==> config.mk <==
export PLATFORM = sky130hd
export DESIGN_NAME = vga_scanout_flat
export DESIGN_NICKNAME = d
export VERILOG_FILES = /design/src/rtl/vga_scanout_if.sv /design/src/rtl/vga_scanout.sv /design/src/flat_wrapper.sv
export SDC_FILE = /design/constraint.sdc
export NUM_CORES = 1
export LEC_CHECK = 0
export ABC_AREA = 1
export CAP_MARGIN = 20
export CORE_MARGIN = 2
export CORE_UTILIZATION = 50
export DETAILED_ROUTE_END_ITERATION = 6
export PLACE_DENSITY = 0.8
export REMOVE_ABC_BUFFERS = 1
export SLEW_MARGIN = 10
export SYNTH_ARGS = -nofsm -noshare
export SYNTH_HDL_FRONTEND = slang
export SYNTH_SLANG_ARGS = --single-unit
==> constraint.sdc <==
create_clock -name clk -period 1.6 [get_ports clk]
set_input_delay 0.32 -clock clk [delete_from_list [all_inputs] [get_ports clk]]
set_output_delay 0.32 -clock clk [all_outputs]
set_load 0.01 [all_outputs]
==> src/rtl/vga_scanout_if.sv <==
// Read bus between the scanout engine and the pixel frame store.
// The scanout drives the canvas address; the store answers one clock later.
interface vga_scanout_if;
    logic [9:0] rx;
    logic [9:0] ry;
    logic [2:0] colorCode;

    modport master (output rx, output ry, input colorCode);
    modport slave  (input rx, input ry, output colorCode);
endinterface

==> src/rtl/vga_scanout.sv <==
// VGA raster generator that reads a scaled canvas from the frame store and drives the pins.
// Two pipeline stages: stage 1 samples the raster position, stage 2 merges the store's colour.
module vga_scanout #(
    parameter int       H_ACTIVE    = 640,
    parameter int       H_FP        = 16,
    parameter int       H_SYNC      = 96,
    parameter int       H_BP        = 48,
    parameter int       V_ACTIVE    = 480,
    parameter int       V_FP        = 10,
    parameter int       V_SYNC      = 2,
    parameter int       V_BP        = 33,
    parameter int       CLK_DIV     = 1,
    parameter int       SCALE_SHIFT = 4,
    parameter int       CANVAS_W    = 16,
    parameter int       CANVAS_H    = 16,
    parameter logic [2:0] BORDER_CODE = 3'b001
) (
    input  logic          clk,
    input  logic          reset,
    vga_scanout_if.master store,
    input  logic [9:0]    cursor_x,
    input  logic [9:0]    cursor_y,
    output logic          hsync,
    output logic          vsync,
    output logic          vga_r,
    output logic          vga_g,
    output logic          vga_b,
    output logic          frame_start
);

    localparam int H_TOTAL = H_ACTIVE + H_FP + H_SYNC + H_BP;
    localparam int V_TOTAL = V_ACTIVE + V_FP + V_SYNC + V_BP;

    localparam logic [9:0]  H_LAST   = 10'(H_TOTAL - 1);
    localparam logic [9:0]  V_LAST   = 10'(V_TOTAL - 1);
    localparam logic [10:0] H_ACT    = 11'(H_ACTIVE);
    localparam logic [10:0] V_ACT    = 11'(V_ACTIVE);
    localparam logic [10:0] HS_BEG   = 11'(H_ACTIVE + H_FP);
    localparam logic [10:0] HS_END   = 11'(H_ACTIVE + H_FP + H_SYNC - 1);
    localparam logic [10:0] VS_BEG   = 11'(V_ACTIVE + V_FP);
    localparam logic [10:0] VS_END   = 11'(V_ACTIVE + V_FP + V_SYNC - 1);
    localparam logic [10:0] CAN_W_PX = 11'(CANVAS_W << SCALE_SHIFT);
    localparam logic [10:0] CAN_H_PX = 11'(CANVAS_H << SCALE_SHIFT);
    localparam logic [1:0]  DIV_LAST = 2'(CLK_DIV - 1);

    logic [1:0] r_div;
    logic [9:0] r_h;
    logic [9:0] r_v;

    // Stage 1: raster attributes of the pixel whose address the store is fetching
    logic r_active;
    logic r_in_canvas;
    logic r_cur_hit;
    logic r_hs;
    logic r_vs;
    logic r_first;
    logic r_pix_en_d;

    // Stage 2: pin registers
    logic       r_hsync;
    logic       r_vsync;
    logic [2:0] r_rgb;
    logic       r_frame_start;

    logic        w_pix_en;
    logic        w_h_wrap;
    logic        w_v_wrap;
    logic [10:0] w_h;
    logic [10:0] w_v;
    logic [9:0]  w_rx;
    logic [9:0]  w_ry;
    logic        w_active;
    logic        w_in_canvas;
    logic        w_cur_hit;
    logic        w_hs;
    logic        w_vs;
    logic        w_first;
    logic [2:0]  w_code;

    assign w_pix_en = (r_div == DIV_LAST);
    assign w_h_wrap = (r_h == H_LAST);
    assign w_v_wrap = (r_v == V_LAST);

    assign w_h  = {1'b0, r_h};
    assign w_v  = {1'b0, r_v};
    assign w_rx = r_h >> SCALE_SHIFT;
    assign w_ry = r_v >> SCALE_SHIFT;

    assign store.rx = w_rx;
    assign store.ry = w_ry;

    assign w_active    = (w_h < H_ACT) && (w_v < V_ACT);
    assign w_in_canvas = (w_h < CAN_W_PX) && (w_v < CAN_H_PX);
    assign w_cur_hit   = w_in_canvas && (w_rx == cursor_x) && (w_ry == cursor_y);
    assign w_hs        = ~((w_h >= HS_BEG) && (w_h <= HS_END));
    assign w_vs        = ~((w_v >= VS_BEG) && (w_v <= VS_END));
    assign w_first     = (r_h == 10'd0) && (r_v == 10'd0);

    // Colour merge per channel: blanking beats border, border beats canvas, cursor inverts
    genvar gi;
    generate
        for (gi = 0; gi < 3; gi++) begin : g_code
            assign w_code[gi] = !r_active    ? 1'b0 :
                                !r_in_canvas ? BORDER_CODE[gi] :
                                (store.colorCode[gi] ^ r_cur_hit);
        end
    endgenerate

    always_ff @(posedge clk) begin
        if (reset) begin
            r_div         <= 2'd0;
            r_h           <= 10'd0;
            r_v           <= 10'd0;
            r_active      <= 1'b0;
            r_in_canvas   <= 1'b0;
            r_cur_hit     <= 1'b0;
            r_hs          <= 1'b0;
            r_vs          <= 1'b0;
            r_first       <= 1'b0;
            r_pix_en_d    <= 1'b0;
            r_hsync       <= 1'b1;
            r_vsync       <= 1'b1;
            r_rgb         <= 3'b000;
            r_frame_start <= 1'b0;
        end else begin
            r_pix_en_d <= w_pix_en;
            r_div      <= w_pix_en ? 2'd0 : 2'(r_div + 2'd1);

            if (w_pix_en) begin
                r_h <= w_h_wrap ? 10'd0 : 10'(r_h + 10'd1);
                if (w_h_wrap) begin
                    r_v <= w_v_wrap ? 10'd0 : 10'(r_v + 10'd1);
                end
                r_active    <= w_active;
                r_in_canvas <= w_in_canvas;
                r_cur_hit   <= w_cur_hit;
                r_hs        <= w_hs;
                r_vs        <= w_vs;
                r_first     <= w_first;
            end

            // Store data for the stage-1 address is valid exactly on this edge
            if (r_pix_en_d) begin
                r_hsync       <= r_hs;
                r_vsync       <= r_vs;
                r_rgb         <= w_code;
                r_frame_start <= r_first;
            end else begin
                r_frame_start <= 1'b0;
            end
        end
    end

    assign hsync       = r_hsync;
    assign vsync       = r_vsync;
    assign vga_r       = r_rgb[2];
    assign vga_g       = r_rgb[1];
    assign vga_b       = r_rgb[0];
    assign frame_start = r_frame_start;

endmodule

==> src/flat_wrapper.sv <==
// flat-port wrapper written by rule: the top's interface ports become plain ports
module vga_scanout_flat 
#(
    parameter int       H_ACTIVE    = 640,
    parameter int       H_FP        = 16,
    parameter int       H_SYNC      = 96,
    parameter int       H_BP        = 48,
    parameter int       V_ACTIVE    = 480,
    parameter int       V_FP        = 10,
    parameter int       V_SYNC      = 2,
    parameter int       V_BP        = 33,
    parameter int       CLK_DIV     = 1,
    parameter int       SCALE_SHIFT = 4,
    parameter int       CANVAS_W    = 16,
    parameter int       CANVAS_H    = 16,
    parameter logic [2:0] BORDER_CODE = 3'b001
)
  (clk, reset, cursor_x, cursor_y, hsync, vsync, vga_r, vga_g, vga_b, frame_start, store_rx, store_ry, store_colorCode);
  vga_scanout_if store_i ();
  input  logic clk;
  input  logic reset;
  input  logic [9:0] cursor_x;
  input  logic [9:0] cursor_y;
  output logic hsync;
  output logic vsync;
  output logic vga_r;
  output logic vga_g;
  output logic vga_b;
  output logic frame_start;
  output wire logic [$bits(store_i.rx)-1:0] store_rx;
  output wire logic [$bits(store_i.ry)-1:0] store_ry;
  input wire logic [$bits(store_i.colorCode)-1:0] store_colorCode;
  assign store_rx = store_i.rx;
  assign store_ry = store_i.ry;
  assign store_i.colorCode = store_colorCode;
  vga_scanout #(.H_ACTIVE(H_ACTIVE), .H_FP(H_FP), .H_SYNC(H_SYNC), .H_BP(H_BP), .V_ACTIVE(V_ACTIVE), .V_FP(V_FP), .V_SYNC(V_SYNC), .V_BP(V_BP), .CLK_DIV(CLK_DIV), .SCALE_SHIFT(SCALE_SHIFT), .CANVAS_W(CANVAS_W), .CANVAS_H(CANVAS_H), .BORDER_CODE(BORDER_CODE)) u_core (.clk(clk), .reset(reset), .store(store_i), .cursor_x(cursor_x), .cursor_y(cursor_y), .hsync(hsync), .vsync(vsync), .vga_r(vga_r), .vga_g(vga_g), .vga_b(vga_b), .frame_start(frame_start));
endmodule
==> metrics.txt <==
critical path arrival between 1 and 1.5 ns; initial antenna violation count 0; Vias/cell approximately 5; Final Max Tran Viols 0; ordered cell list for the critical path clkdlybuf4s50_1; hold_sp u_core.r_div[0]; top-count cell post-synth nand2_1; worst slack, placed 0.01994 ns; Post-synth EDFFs 0; Max-Cap Viols 0; clock root cell clkbuf_8; endpoint class of the critical path output port; CP bufs+invs 1; crit path from u_core.r_h[5]; CORE AREA between 4000 and 5000 µm²; synth cell count leaders nand2_1, nor2_1, inv_1; Final nets slightly above 400; Max Root-Sink Buffers 2; layout cells sized above 1 between 10% and 20%; GRT Overall Usage 21.66%; die area 4917 µm²; crit-path max FO 7; peak supply drop 0.0004625 V; ant diodes 0; Area Growth Syn to Fin 25.42%; detailed-route wire length per cell 12.07 µm; port buffer count 42; CTS sink count 35; RD Place Congestion 0.8721; final hold violations 0; Synth cell types 28; Period Utilization, post-route 98.19%; CP Class flop to output port; Worst-Skew Late Latency about 0.30 ns; status finished, final reports clean; syn_area_per_cell 6.429 µm²; # IOs roughly 50; cell total after placement between 400 and 500; Die Width about 70 µm; Synth Warn # 0; setup_tns 0 ns; Final ANT Viol Nets 0; Detailed Route Iter0 Violations between 150 and 200; hold_buf cts 0; final non-filler cell total 434; startpoint types flop; drt pass-1 iters 5; RR Startpoint u_core.r_h[1]; DIE HEIGHT approximately 70 µm; final setup fails 0; vias in the first global route approximately 2.0k; largest cells by area after synthesis dfxtp_1, nand2_1, nor2_1, inv_1, buf_4; Hold Crit Class flop to flop; residual DRC count 0; final worst slack 0.02898 ns; Slowest cell on crit path clkdlybuf4s50_1; GRT Residual Overflow 0; Vias about 2.2k; first-pass GRT wire length 8.535 mm; CP top delay family buffers and inverters; Fin Clk Skew ~0.011 ns; Max Clk Rate 636.5 MHz; count of standard-cell rows 24; FF+latch count, synth 35; CTS tree done; starting density of the core 50.90%; sequential cell area fraction in the yosys report between 30 and 40%; RSZ-0062 raised after global routing false; Post-synth ARST share 0%; power density over the cells between 600 and 700 nW/µm²; Critical Path RT around 1.3 ns; Most used DFF post-synth dfxtp_1; Syn Inst Count 340; crit-path max cell delay 0.55 ns; CTS Buf Count 5; largest net degree at the start of global routing 15; Tmin final between 1.5 and 2 ns; drt total wl around 5.2 mm; Yosys top cell area share approximately a third; Finished Core Util a little under two thirds; # H-tree levels 2; P_leak 1.275 nW; clock transition at the registers of the reported paths roughly 0.08 ns; dpl hpwl 3.972 mm; Yosys top cell by area dfxtp_1; Cell Area, Synth between 2000 and 2500 µm²
==> final cells by class <==
| type | count | area [µm²] |
|---|---|---|
| Fill cell | 393 | 1553 |
| Multi-Input combinational cell | 238 | 1156 |
| Sequential cell | 35 | 713.2 |
| Timing Repair Buffer | 52 | 510.5 |
| Inverter | 49 | 183.9 |
| Clock buffer | 5 | 68.82 |
| Tap cell | 52 | 65.06 |
| Clock inverter | 3 | 43.79 |
==> flip-flops by register name, summed over array words and instances, names as in the netlist, 2 cells and up <==
signal,flops
u_core.r_rgb,3
u_core.r_h,10
u_core.r_div,2
u_core.r_v,10
==> metal layers <==
layer	share of wire, %	track usage (%)
met5	0	0
met4	3.8	13.46
met3	6.9	3.752
met2	48	34.92
met1	41	26.75
==> cells by family after synthesis <==
kind of cell | count (synthesis) | share of synthesized area, %
adders and majority gates | 6 | 3.434
AOI/OAI and AO/OA | 21 | 5.495
and+or+nand+nor | 193 | 38.18
xor gates and xnor gates | 10 | 4.007
other | 1 | 0.1716
DFF | 35 | 32.05
buffers and inverters | 74 | 16.66
==> through the flow <==
stage               instance area, µm²  hold slack (ns)  power [mW]
finish                            2741           0.4189       1.919
floorplan                         2032           0.3824       1.011
detailed placement                2585           0.4118       1.123
global placement                  2585           0.4055       1.118
CTS                               2708           0.4231       1.924
global route                      2741           0.4521       1.983
==> power breakdown <==
part           internal, mW  switching, mW  leakage (nW)
logic                 0.106         0.0915         0.926
registers             0.894         0.0140         0.291
clock network         0.464          0.350        0.0581
total                  1.46          0.455          1.27
==> path summary, 6_finish.rpt <==
path                          end  slack (ns)  depth (start not counted)
setup / recovery      store_rx[1]        0.03                          1
hold / removal    u_core.r_div[0]        0.42                          1
setup reg to reg    u_core.r_v[3]        0.13                         10
hold reg to reg   u_core.r_div[0]        0.42                          1
==> what timing repair did <==
action	4_1_cts	5_1_grt
setup buffers	0	1
endpoints found under the setup margin	8	9
resized for setup	8	5
pin swaps	0	1
==> cell usage in the layout, fill, tap and decap left out, drive strengths merged, types with 2 or more instances in the layout <==
| cell type | n |
|---|---|
| nand2 | 102 |
| nor2 | 53 |
| inv | 49 |
| clkdlybuf4s50 | 41 |
| dfxtp | 35 |
| nand3 | 22 |
| o21ai | 10 |
| buf | 10 |
| nand4 | 9 |
| xor2 | 8 |
| conb | 8 |
| a21oi | 7 |
| ha | 6 |
| clkbuf | 5 |
| nor3 | 4 |
| o22ai | 2 |
| xnor2 | 2 |
| clkinv | 2 |
No activity file was read; power rests on OpenSTA's default activity.
